**src/rtl/button_conditioner.sv**
```systemverilog
// Four-channel push-button conditioner: 2-flop synchroniser, per-channel debounce FSM,
// single-cycle press pulse and debounced level for each of Start, Red, Green, Blue.
module button_conditioner #(
    parameter int DEBOUNCE_CYCLES = 4,
    parameter int CNT_W           = 16
) (
    input  logic       Clk,
    input  logic       Rst,
    input  logic       SRaw,
    input  logic       RRaw,
    input  logic       GRaw,
    input  logic       BRaw,
    output logic       S,
    output logic       R,
    output logic       G,
    output logic       B,
    output logic [3:0] Pressed
);

    typedef enum logic [1:0] {
        ST_LO  = 2'd0,
        CHK_HI = 2'd1,
        ST_HI  = 2'd2,
        CHK_LO = 2'd3
    } state_e;

    localparam logic [CNT_W-1:0] CNT_LAST = CNT_W'(DEBOUNCE_CYCLES - 1);
    localparam logic [CNT_W-1:0] CNT_ONE  = CNT_W'(1);

    logic [3:0] raw;
    logic [3:0] pulse_vec;
    logic [3:0] pressed_vec;

    assign raw = {SRaw, RRaw, GRaw, BRaw};

    for (genvar ch = 0; ch < 4; ch++) begin : g_chan
        logic             sync1_q;
        logic             sync2_q;
        state_e           state_q;
        state_e           state_d;
        logic [CNT_W-1:0] cnt_q;
        logic [CNT_W-1:0] cnt_d;
        logic             pulse_q;
        logic             pulse_d;
        logic             pressed_q;
        logic             pressed_d;

        always_comb begin
            state_d   = state_q;
            cnt_d     = cnt_q;
            pulse_d   = 1'b0;
            unique case (state_q)
                ST_LO: begin
                    if (sync2_q) begin
                        state_d = CHK_HI;
                        cnt_d   = CNT_ONE;
                    end
                end
                CHK_HI: begin
                    if (!sync2_q) begin
                        state_d = ST_LO;
                        cnt_d   = '0;
                    end else if (cnt_q == CNT_LAST) begin
                        state_d = ST_HI;
                        cnt_d   = '0;
                        pulse_d = 1'b1;
                    end else begin
                        cnt_d = cnt_q + CNT_ONE;
                    end
                end
                ST_HI: begin
                    if (!sync2_q) begin
                        state_d = CHK_LO;
                        cnt_d   = CNT_ONE;
                    end
                end
                CHK_LO: begin
                    if (sync2_q) begin
                        state_d = ST_HI;
                        cnt_d   = '0;
                    end else if (cnt_q == CNT_LAST) begin
                        state_d = ST_LO;
                        cnt_d   = '0;
                    end else begin
                        cnt_d = cnt_q + CNT_ONE;
                    end
                end
                default: begin
                    state_d = ST_LO;
                    cnt_d   = '0;
                end
            endcase
            // Level is decoded from the next state so the registered copy tracks state_q exactly.
            pressed_d = (state_d == ST_HI) || (state_d == CHK_LO);
        end

        always_ff @(posedge Clk or negedge Rst) begin
            if (!Rst) begin
                sync1_q   <= 1'b0;
                sync2_q   <= 1'b0;
                state_q   <= ST_LO;
                cnt_q     <= '0;
                pulse_q   <= 1'b0;
                pressed_q <= 1'b0;
            end else begin
                sync1_q   <= raw[ch];
                sync2_q   <= sync1_q;
                state_q   <= state_d;
                cnt_q     <= cnt_d;
                pulse_q   <= pulse_d;
                pressed_q <= pressed_d;
            end
        end

        assign pulse_vec[ch]   = pulse_q;
        assign pressed_vec[ch] = pressed_q;
    end

    assign S       = pulse_vec[3];
    assign R       = pulse_vec[2];
    assign G       = pulse_vec[1];
    assign B       = pulse_vec[0];
    assign Pressed = pressed_vec;

endmodule

```
**config.mk**
```make
export PLATFORM = sky130hd
export DESIGN_NAME = button_conditioner
export DESIGN_NICKNAME = d
export VERILOG_FILES = /design/src/rtl/button_conditioner.sv
export SDC_FILE = /design/constraint.sdc
export NUM_CORES = 1
export LEC_CHECK = 0
export BUFFER_PORTS_ARGS = -buffer_cell sky130_fd_sc_hd__buf_2
export CORE_AREA = 2 2 87 89
export CTS_CLUSTER_DIAMETER = 30
export DETAILED_ROUTE_END_ITERATION = 10
export DIE_AREA = 0 0 89 91
export GPL_ROUTABILITY_DRIVEN = 0
export PLACE_DENSITY = 0.79
export SLEW_MARGIN = 20
export SYNTH_ARGS = -nofsm -noshare
export SYNTH_HDL_FRONTEND = slang
export SYNTH_SLANG_ARGS = --single-unit
```
**constraint.sdc**
```tcl
create_clock -name Clk -period 4.3 [get_ports Clk]
set_input_delay 0.86 -clock Clk [delete_from_list [all_inputs] [get_ports Clk]]
set_output_delay 0.86 -clock Clk [all_outputs]
set_load 0.03 [all_outputs]
```
==> flow_summary.toml, run 1 <==
[floorplan]
boundary_pins = 14
rows = 31
die_x_um = 89
start_util = 0.6148
area_of_the_die_mm2 = 0.008099
floorplan.core_area_mm2 = 0.007137
fp.dieH_um = 91

[power]
vdd_drop_max_v = 0.0003337
pwr_density_cell_mw_per_mm2 = 513.9
post-layout-total-power_mw = 2.385
p_leak_nw = 1.954

[yosys]
synth_async_sr_flop_share = 1.000
synth.net_count = 481
count_of_mapped_cells_out_of_synthesis = 471
synth_top_cell_area_share = 0.5019
yosysSeqAreaShare = 0.5019
avgSynthCellArea_um2 = 9.316
netlist_area_mm2 = 0.004388
ys_types = 44
synthMostInstantiatedCell = "sky130_fd_sc_hd__dfrtp_1"
synth.top_cells.by_area = "sky130_fd_sc_hd__dfrtp_1 (50%), sky130_fd_sc_hd__a31oi_1 (5.0%), sky130_fd_sc_hd__nand2_1 (4.8%), sky130_fd_sc_hd__a21oi_1 (4.0%), sky130_fd_sc_hd__o21ai_0 (3.1%)"
netlist_top_cells_count = "sky130_fd_sc_hd__dfrtp_1 (88), sky130_fd_sc_hd__nand2_1 (56), sky130_fd_sc_hd__a21oi_1 (35), sky130_fd_sc_hd__a31oi_1 (35), sky130_fd_sc_hd__o21ai_0 (27)"
synth_top_flop_cell = "sky130_fd_sc_hd__dfrtp_1"
synth_top_cell_by_area = "sky130_fd_sc_hd__dfrtp_1"
synth_enable_flop_cells = 0
synth_seq_cells = 88
ys_warn_count = 0

[critical_path]
category_of_the_most_critical_setup_path = "flip-flop to flip-flop"
crit_required_ns = 4.58
cp-start-kind = "flip-flop"
timing.reg2reg.worst_path_depth = 6
cp_slowest_stage_delay_ns = 0.72
worstSetupEndpointType = "flip-flop"
cp_cell_sequence = "ha_1 -> nor4b_1 -> and4_1 -> nor2_2 -> o21ai_0 -> a31oi_1"
cp_slowest_cell = "sky130_fd_sc_hd__nor2_2"
setup.reg_to_reg.worst_slack_ns = 2.00
worst-endpoint-arrival_ns = 2.58
rr_startpoint = "g_chan[1].cnt_q[0]$_DFFE_PN0P_"
regToRegEndpoint = "g_chan[1].cnt_q[7]$_DFFE_PN0P_"
critPathMaxFanout = 26

[global_routing]
grt_use_met1 = 0.3374
grt_antenna_before_repair = 0
grtUsageTotal = 0.2282
via_count_of_the_first_global_routing_pass = 3209
globalRouteMet2Util = 0.3352
grt_pass1_wl_mm = 14.83
global_route.peak_usage_layer = "met1"
met3_usage = 0.06091
largest_net_degree_at_the_start_of_global_routing = 60
total_gr_overflow = 0

[finish]
drive_gt1_frac = 0.1113
area_added_between_synthesis_and_finish_pct = 5.760
fin_nets = 481
final_area_mm2 = 0.004641
antenna_diode_count = 0

[hold_path]
hold_path.class = "flip-flop to flip-flop"
worstHoldEndpoint = "g_chan[3].sync2_q$_DFF_PN0_"
hold_start = "g_chan[3].sync1_q$_DFF_PN0_"
hold_depth = 0

[sta]
fin_setup_tns_ns = 0
rsz0062_at_grt = "no"
timing.max_slew.rel_slack = 0.3944
worst_clock_skew_ns = 0.01274
min_period_ns = 2.298
timing_hold_violations_final = 0
max_clock_freq_mhz = 435.1
worst-slew-pin-transition_ns = 0.9074
final-setup-viol-count = 0
fin_worst_hold_slack_ns = 0.3561
finalCritPeriodShare = 0.5345
timing_max_transition_violations_final = 0

[placement]
dpl_cell_area_mm2 = 0.004457
place.port_buffers = 13
place_hpwl_mm = 5.654

[drt]
drt_iter0_drcs = 244
vias = 3512
drt-pass1-iter-count = 5
avgViaCountPerCell = 6.108
ant_nets = 0
totalWireLength_mm = 8.399
post_drt_wl_per_cell_um = 14.61
remaining_drc_errors = 0

[run]
max_cap_viol_count = 0

[cts]
hold_buffers = 0
tritoncts = "built"
clock-root-buffer = "sky130_fd_sc_hd__clkbuf_8"
clkLatencyLatePin_ns = 0.36
clock-sinks = 88
ctsLongestPathBuffers = 2
postCtsResizedCells = 0
postCtsSetupBuffers = 0
cts-htree-levels = 3
clock_pin_slew_on_the_worst_setup_and_hold_paths_ns = 0.09
tritoncts.num_buffers = 9

[outcome]
run_status = "finished clean"
cells by family (layout without fill, tap and decap cells):
kind of cell,count (synthesis),count (layout),synth area share
adders and majority gates,4,4,0.01141
DFF,88,88,0.5019
muxes,12,12,0.02966
and+or+nand+nor,191,191,0.2233
xor gates and xnor gates,6,6,0.01369
buffers and inverters,45,50,0.04676
AOI/OAI and AO/OA,125,125,0.1734
placed cells by master (no fill, tap or decap), types with 5 or more instances in the layout:
cell type	Yosys	layout
sky130_fd_sc_hd__a31oi_1	35	35
sky130_fd_sc_hd__nor2_1	26	24
sky130_fd_sc_hd__nor3_1	13	13
sky130_fd_sc_hd__nand3_1	24	24
sky130_fd_sc_hd__dfrtp_1	88	88
sky130_fd_sc_hd__clkbuf_8	0	10
sky130_fd_sc_hd__or3_1	12	12
sky130_fd_sc_hd__and4_1	8	8
sky130_fd_sc_hd__and3_1	6	6
sky130_fd_sc_hd__mux2_2	8	8
sky130_fd_sc_hd__nor4_1	9	9
sky130_fd_sc_hd__a22o_1	6	6
sky130_fd_sc_hd__buf_2	9	12
sky130_fd_sc_hd__o21ai_0	27	27
sky130_fd_sc_hd__nand2_1	56	56
sky130_fd_sc_hd__or2_2	5	5
sky130_fd_sc_hd__a21oi_1	35	35
sky130_fd_sc_hd__inv_1	20	20
sky130_fd_sc_hd__xor2_1	5	5
sky130_fd_sc_hd__nand4_1	14	14
worst max path at each step:
stage | endpoint | cells past startpoint | slack [ns] | startpoint
2_1_floorplan | g_chan[3].cnt_q[10]$_DFFE_PN0P_ | 8 | 2.42 | g_chan[3].cnt_q[0]$_DFFE_PN0P_
4_1_cts | g_chan[2].cnt_q[5]$_DFFE_PN0P_ | 6 | 1.83 | g_chan[2].cnt_q[0]$_DFFE_PN0P_
5_1_grt | g_chan[1].cnt_q[7]$_DFFE_PN0P_ | 6 | 1.75 | g_chan[1].cnt_q[0]$_DFFE_PN0P_
3_3_place_gp | g_chan[2].cnt_q[11]$_DFFE_PN0P_ | 6 | 2.01 | g_chan[2].cnt_q[0]$_DFFE_PN0P_
6_report | g_chan[1].cnt_q[7]$_DFFE_PN0P_ | 6 | 2.00 | g_chan[1].cnt_q[0]$_DFFE_PN0P_
3_5_place_dp | g_chan[2].cnt_q[5]$_DFFE_PN0P_ | 6 | 1.88 | g_chan[2].cnt_q[0]$_DFFE_PN0P_
state kept, by name, summed over array words and instances (netlist names):
register	flops
g_chan.sync2_q	4
R	1
B	1
g_chan.state_q	8
g_chan.cnt_q	64
G	1
S	1
g_chan.sync1_q	4
g_chan.pressed_q	4
critical path: cells and delay by family (launching register included):
family	cells	cell delay, ns
fa+ha+maj	1	0.27
flops	1	0.42
compound gates	2	0.41
simple gates	3	1.11
where the power goes:
| group | internal [mW] | switching, mW |
|---|---|---|
| logic | 0.268 | 0.527 |
| registers | 0.941 | 0.125 |
| clock network | 0.229 | 0.295 |
area by class of cell:
type | instances | area (µm²)
flip-flops and latches | 88 | 2202
multi-input cells | 338 | 1986
repair buffers | 14 | 75.07
well taps | 99 | 123.9
fillers | 600 | 2496
clock inverters | 5 | 37.54
clock buffers | 11 | 141.4
inverters | 20 | 75.07
through the flow:
step                setup slack (ns)  cells  utilization
finish                         2.002    575       0.6502
detailed placement             1.879    559       0.6245
global route                   1.746    575       0.6502
global placement               2.011    559       0.6245
CTS                            1.833    575       0.6495
floorplan                      2.422    471            -
routing by layer:
layer / share of wire / vias up
met5: 0 / -
met4: 0.0093 / 0
met3: 0.058 / 8
met2: 0.47 / 112
met1: 0.46 / 1672
li1: - / 1720
Note: power is estimated with default switching activity, not from simulation.
==> inputs of run 2 (changes only) <==
--- a/config.mk
+++ b/config.mk
@@ -6,12 +6,12 @@
 export NUM_CORES = 1
 export LEC_CHECK = 0
 export BUFFER_PORTS_ARGS = -buffer_cell sky130_fd_sc_hd__buf_2
-export CORE_AREA = 2 2 87 89
+export CORE_AREA = 2 2 88 90
 export CTS_CLUSTER_DIAMETER = 30
 export DETAILED_ROUTE_END_ITERATION = 10
-export DIE_AREA = 0 0 89 91
+export DIE_AREA = 0 0 90 92
 export GPL_ROUTABILITY_DRIVEN = 0
-export PLACE_DENSITY = 0.79
+export PLACE_DENSITY = 0.77
 export SLEW_MARGIN = 20
 export SYNTH_ARGS = -nofsm -noshare
 export SYNTH_HDL_FRONTEND = slang
==> constraint.sdc (replaced) <==
create_clock -name Clk -period 2.2 [get_ports Clk]
set_input_delay 0.44 -clock Clk [delete_from_list [all_inputs] [get_ports Clk]]
set_output_delay 0.44 -clock Clk [all_outputs]
set_load 0.03 [all_outputs]
==> run 2 against run 1 <==
Clock skew down 0.0010 ns. Fmax up 15%. Sequential cell count unchanged. Combinational power up 110%. Utilization down 1.3 points. Hold slack worse by 0.26 ns. Wire length about the same. Count of clock-buffer cells in the layout down 1. Cell count up 2.6%. Total power up 97%. Sequential share of layout area down 1.0 points. Highest routed layer unchanged.
==> flow_summary.toml, run 2 (synthesis results as in run 1) <==
[outcome]
run_status = "finished clean"

[finish]
layout_commonest_cell = "sky130_fd_sc_hd__dfrtp_1"
layout_common_cells = "sky130_fd_sc_hd__dfrtp_1 (88), sky130_fd_sc_hd__nand2_1 (56), sky130_fd_sc_hd__a21oi_1 (35), sky130_fd_sc_hd__a31oi_1 (35), sky130_fd_sc_hd__o21ai_0 (27)"
final_area_mm2 = 0.004742
multi_input_comb_area_mm2 = 0.001989
max_flop_register = "g_chan.cnt_q"
antenna_diode_count = 0
area_added_between_synthesis_and_finish_pct = 8.070
largest_registers = "g_chan.cnt_q (64), g_chan.state_q (8)"
fin_nets = 494
fillCellCount = 613
register_area_mm2 = 0.002202
drive_gt1_frac = 0.1373
largest_register_ff_count = 64

[critical_path]
timing.reg2reg.worst_path_depth = 7
critPathMaxFanout = 11
crit_required_ns = 2.48
worstSetupEndpointType = "flip-flop"
cp-start-kind = "flip-flop"
worst-endpoint-arrival_ns = 2.29
cp_slowest_stage_delay_ns = 0.42
rr_startpoint = "g_chan[1].cnt_q[0]$_DFFE_PN0P_"
worstSetupStartpoint = "g_chan[1].cnt_q[0]$_DFFE_PN0P_"
cp_cell_sequence = "ha_1 -> nor4b_1 -> and4_1 -> nor2_2 -> buf_4 -> o21ai_0 -> o21ai_0"
cp_slowest_cell = "sky130_fd_sc_hd__dfrtp_1"
library_cell_appearing_most_often_on_the_critical_path = "sky130_fd_sc_hd__o21ai_0"
category_of_the_most_critical_setup_path = "flip-flop to flip-flop"

[cts]
clock_pin_slew_on_the_worst_setup_and_hold_paths_ns = 0.09
tritoncts = "built"
clock-sinks = 88
hold_buffers = 0
cts-htree-levels = 3
tritoncts.num_buffers = 9
postCtsResizedCells = 2
postCtsSetupBuffers = 0
clkLatencyLatePin_ns = 0.36
ctsLongestPathBuffers = 2
clock-root-buffer = "sky130_fd_sc_hd__clkbuf_8"

[hold_path]
hold_path.class = "input pin to async pin"

[drt]
drt_iter0_drcs = 203
post_drt_wl_per_cell_um = 14.24
ant_nets = 0
remaining_drc_errors = 0
drt-pass1-iter-count = 5
avgViaCountPerCell = 6.005
totalWireLength_mm = 8.400
vias = 3543

[power]
pwr_density_cell_mw_per_mm2 = 992.3
p_leak_nw = 2.024
post-layout-total-power_mw = 4.706
vdd_drop_max_v = 0.0006228

[placement]
dpl_cell_area_mm2 = 0.004571
place.port_buffers = 13
placement.setup.worst_slack_ns = -0.07538
place_hpwl_mm = 5.538

[sta]
timing.max_slew.rel_slack = 0.5075
fin_worst_hold_slack_ns = 0.09612
rsz0062_at_grt = "no"
worst-slew-pin-transition_ns = 0.7379
worst_clock_skew_ns = 0.01172
timing_max_transition_violations_final = 0
finalCritPeriodShare = 0.9112
timing_hold_violations_final = 0
max_clock_freq_mhz = 498.9
setup_slack_ns = 0.1954
fin_setup_tns_ns = 0
final-setup-viol-count = 0
min_period_ns = 2.005

[floorplan]
boundary_pins = 14
fp.dieH_um = 92
floorplan.core_area_mm2 = 0.007447
start_util = 0.5892
area_of_the_die_mm2 = 0.008280
rows = 32
die_x_um = 90

[global_routing]
total_gr_overflow = 0
grt_pass1_wl_mm = 14.61
grtUsageTotal = 0.2148
largest_net_degree_at_the_start_of_global_routing = 89
grt_antenna_before_repair = 0
via_count_of_the_first_global_routing_pass = 3230

[run]
max_cap_viol_count = 0
[run 2: path summary, 6_finish.rpt]
kind                       slack [ns]                               to
hold reg to reg                  0.35      g_chan[3].sync2_q$_DFF_PN0_
setup / recovery                 0.20  g_chan[1].cnt_q[11]$_DFFE_PN0P_
max in group asynchronous        1.75  g_chan[1].cnt_q[14]$_DFFE_PN0P_
min in group Clk                 0.18      g_chan[1].sync1_q$_DFF_PN0_
setup reg to reg                 0.20  g_chan[1].cnt_q[11]$_DFFE_PN0P_
hold / removal                    0.1  g_chan[3].cnt_q[10]$_DFFE_PN0P_
[run 2: area by class of cell]
cell class	count	share of cell area
Sequential cell	88	0.4644
Multi-Input combinational cell	338	0.4195
Tap cell	102	0.02691
Clock inverter	5	0.007388
Clock buffer	10	0.02691
Inverter	20	0.01583
Timing Repair Buffer	27	0.03905
[run 2: critical path, delay by kind of cell (launching register included)]
kind	cells	cell delay [ns]
flops	1	0.42
fa+ha+maj	1	0.28
buf+inv	1	0.24
simple gates	3	0.73
compound gates	2	0.25
[run 2: through the flow]
stage | cells | utilization
2_1_floorplan | 471 | -
3_3_place_gp | 575 | 0.6137
3_5_place_dp | 575 | 0.6137
4_1_cts | 590 | 0.6363
5_1_grt | 590 | 0.6368
6_report | 590 | 0.6368
[run 2: routing by layer]
layer / GRT usage / up-vias / routed length, µm
li1: - / 1756 / -
met1: 0.2940 / 1698 / 4022
met2: 0.3421 / 80 / 3898
met3: 0.03205 / 9 / 340
met4: 0.09744 / 0 / 139
met5: 0 / - / 0
[run 2: where the power goes]
group          internal [mW]  leakage [nW]  total (mW)  switching, mW
registers               1.84          1.17        2.06          0.217
clock network          0.404        0.0821       0.971          0.567
logic                  0.625         0.768        1.68           1.05
total                   2.87          2.02        4.71           1.84
==> inputs of run 3 (changes only) <==
--- a/config.mk
+++ b/config.mk
@@ -5,13 +5,14 @@
 export SDC_FILE = /design/constraint.sdc
 export NUM_CORES = 1
 export LEC_CHECK = 0
+export ABC_AREA = 1
 export BUFFER_PORTS_ARGS = -buffer_cell sky130_fd_sc_hd__buf_2
-export CORE_AREA = 2 2 88 90
+export CORE_AREA = 2 2 92 94
 export CTS_CLUSTER_DIAMETER = 30
 export DETAILED_ROUTE_END_ITERATION = 10
-export DIE_AREA = 0 0 90 92
+export DIE_AREA = 0 0 94 96
 export GPL_ROUTABILITY_DRIVEN = 0
-export PLACE_DENSITY = 0.77
+export PLACE_DENSITY = 0.78
 export SLEW_MARGIN = 20
 export SYNTH_ARGS = -nofsm -noshare
 export SYNTH_HDL_FRONTEND = slang
==> run 3 against run 2 <==
First-iteration DRC count shrank 28%. Non-clock buffer count shrank 10. Sequential power shrank 2%. Wire length grew 12%. Die area grew 9.0%. Global-route usage grew 1.8 points. Combinational power shrank 28%. Cell count grew 29%. Final area grew 12%. Critical path depth shrank 1. Synthesized area grew 11%. Critical path type unchanged. Largest cell class is now multi-input gates.
==> flow_summary.toml, run 3 <==
[outcome]
run_status = "finished clean"

[critical_path]
worst-endpoint-arrival_ns = 1.78
timing.reg2reg.worst_path_depth = 6
cp_cell_sequence = "ha_1 -> nand4_1 -> nor2_2 -> nand2_1 -> nand2_1 -> o21ai_1"
regToRegEndpoint = "g_chan[2].cnt_q[11]$_DFFE_PN0P_"
library_cell_appearing_most_often_on_the_critical_path = "sky130_fd_sc_hd__nand2_1"
cp-start-kind = "flip-flop"
cp_slowest_stage_delay_ns = 0.45
worstSetupEndpointType = "flip-flop"
rr_startpoint = "g_chan[2].cnt_q[0]$_DFFE_PN0P_"
crit_required_ns = 2.43
category_of_the_most_critical_setup_path = "flip-flop to flip-flop"
critPathMaxFanout = 8
setup.reg_to_reg.worst_slack_ns = 0.65
cp_slowest_cell = "sky130_fd_sc_hd__dfrtp_1"

[yosys]
count_of_mapped_cells_out_of_synthesis = 631
ys_types = 36
synth_top_flop_cell = "sky130_fd_sc_hd__dfrtp_1"
synth_seq_cells = 88
avgSynthCellArea_um2 = 7.690
synth_enable_flop_cells = 0
synth_top_cell_by_area = "sky130_fd_sc_hd__dfrtp_1"
synth.top_cells.by_area = "sky130_fd_sc_hd__dfrtp_1 (45%), sky130_fd_sc_hd__nand2_1 (14%), sky130_fd_sc_hd__inv_1 (5.6%), sky130_fd_sc_hd__nor2_1 (5.1%), sky130_fd_sc_hd__nand3_1 (5.1%)"
synth_top_cell_area_share = 0.4538
synthMostInstantiatedCell = "sky130_fd_sc_hd__nand2_1"
synth.net_count = 641
yosysSeqAreaShare = 0.4538
ys_warn_count = 0
netlist_top_cells_count = "sky130_fd_sc_hd__nand2_1 (182), sky130_fd_sc_hd__dfrtp_1 (88), sky130_fd_sc_hd__inv_1 (72), sky130_fd_sc_hd__nor2_1 (66), sky130_fd_sc_hd__nand3_1 (49)"
synth_async_sr_flop_share = 1.000
netlist_area_mm2 = 0.004852

[cts]
clkLatencyLatePin_ns = 0.36
cts-htree-levels = 3
clock-sinks = 88
tritoncts = "built"
clock-root-buffer = "sky130_fd_sc_hd__clkbuf_8"
ctsLongestPathBuffers = 2
clock_pin_slew_on_the_worst_setup_and_hold_paths_ns = 0.09
tritoncts.num_buffers = 9
hold_buffers = 0
postCtsResizedCells = 0
postCtsSetupBuffers = 0

[drt]
drt_iter0_drcs = 147
met1_routed_length_mm = 4.423
avgViaCountPerCell = 5.318
routed-wl-met2_mm = 4.581
wl_met3_um = 246
ant_nets = 0
top_layer = "met4"
remaining_drc_errors = 0
vias = 4063
post_drt_wl_per_cell_um = 12.31
totalWireLength_mm = 9.404
drt-pass1-iter-count = 5

[sta]
timing.max_slew.rel_slack = 0.6455
finalCritPeriodShare = 0.7051
worst_clock_skew_ns = 0.01110
timing_hold_violations_final = 0
fin_setup_tns_ns = 0
timing_max_transition_violations_final = 0
worst-slew-pin-transition_ns = 0.5317
final-setup-viol-count = 0
max_clock_freq_mhz = 644.7
rsz0062_at_grt = "no"
min_period_ns = 1.551

[floorplan]
die_x_um = 94
rows = 33
start_util = 0.6026
area_of_the_die_mm2 = 0.009024
floorplan.core_area_mm2 = 0.008051
boundary_pins = 14
fp.dieH_um = 96

[run]
max_cap_viol_count = 0

[global_routing]
largest_net_degree_at_the_start_of_global_routing = 43
total_gr_overflow = 0
via_count_of_the_first_global_routing_pass = 3980
grt_pass1_wl_mm = 16.94
grtUsageTotal = 0.2332
grt_antenna_before_repair = 0

[power]
pwr_density_cell_mw_per_mm2 = 865.4
post-layout-total-power_mw = 4.597
p_leak_nw = 2.505
vdd_drop_max_v = 0.0003463

[finish]
drive_gt1_frac = 0.1426
fillCellCount = 652
max_flop_register = "g_chan.cnt_q"
largest_registers = "g_chan.cnt_q (64), g_chan.state_q (8)"
layout_commonest_cell = "sky130_fd_sc_hd__nand2_1"
antenna_diode_count = 0
area_added_between_synthesis_and_finish_pct = 9.464
layout_common_cells = "sky130_fd_sc_hd__nand2_1 (182), sky130_fd_sc_hd__dfrtp_1 (88), sky130_fd_sc_hd__inv_1 (72)"
largest_register_ff_count = 64
fin_nets = 664

[placement]
place.port_buffers = 13
place_hpwl_mm = 6.961

[hold_path]
hold_path.class = "input pin to async pin"
run 3: where the power goes:
part / internal (mW) / switching (mW)
Clock: 0.791 / 0.587
Sequential: 1.82 / 0.194
Combinational: 0.358 / 0.848
Total: 2.97 / 1.63
run 3: cell families (layout without fill, tap and decap cells):
family / after synthesis / after routing / synth area share
buffers and inverters: 88 / 116 / 0.07143
AOI/OAI and AO/OA: 65 / 65 / 0.07608
DFF: 88 / 88 / 0.4538
and+or+nand+nor: 361 / 361 / 0.3414
muxes: 1 / 1 / 0.002063
adders and majority gates: 4 / 4 / 0.01032
xor gates and xnor gates: 24 / 24 / 0.04487
run 3: worst max path at each step:
stage                                        start                         endpoint  slack [ns]  cells after the start
floorplan           g_chan[0].cnt_q[0]$_DFFE_PN0P_  g_chan[0].cnt_q[12]$_DFFE_PN0P_        0.88                     10
global placement    g_chan[2].cnt_q[0]$_DFFE_PN0P_  g_chan[2].cnt_q[12]$_DFFE_PN0P_        0.74                      6
detailed placement  g_chan[2].cnt_q[0]$_DFFE_PN0P_   g_chan[2].cnt_q[6]$_DFFE_PN0P_        0.67                      6
CTS                 g_chan[2].cnt_q[0]$_DFFE_PN0P_  g_chan[2].cnt_q[11]$_DFFE_PN0P_        0.64                      6
global route        g_chan[0].cnt_q[0]$_DFFE_PN0P_   g_chan[0].cnt_q[9]$_DFFE_PN0P_        0.49                     10
finish              g_chan[2].cnt_q[0]$_DFFE_PN0P_  g_chan[2].cnt_q[11]$_DFFE_PN0P_        0.65                      6
run 3: worst max-delay path: cells and delay by family, from the launching register on:
family	cells	cell delay, ns
adders and majority gates	1	0.23
DFF	1	0.45
AOI/OAI and AO/OA	1	0.12
and+or+nand+nor	4	0.62
run 3: final cells by class:
type	count	area, µm²	area share
clock buffers	10	137.6	0.02591
clock inverters	6	115.1	0.02167
inverters	83	311.5	0.05866
multi-input cells	455	2303	0.4337
flip-flops and latches	88	2202	0.4146
well taps	105	131.4	0.02474
repair buffers	17	110.1	0.02073
run 3: layer usage:
metal,vias up,global-route usage
met5,-,0
met3,14,0.03054
met1,1950,0.3023
li1,2042,-
met4,0,0.09058
met2,57,0.4006
run 3: metrics by stage:
stage | utilization | instance area (µm²) | hold slack (ns) | setup slack, ns | std cells
6_report | 0.6597 | 5311 | 0.06044 | 0.6488 | 764
5_1_grt | 0.6597 | 5311 | 0.1073 | 0.4868 | 764
4_1_cts | 0.6597 | 5311 | 0.07979 | 0.6424 | 764
3_5_place_dp | 0.6283 | 5059 | 0.3436 | 0.6660 | 748
3_3_place_gp | 0.6283 | 5059 | 0.3317 | 0.7432 | 748
2_1_floorplan | - | 4852 | 0.1444 | 0.8797 | 631
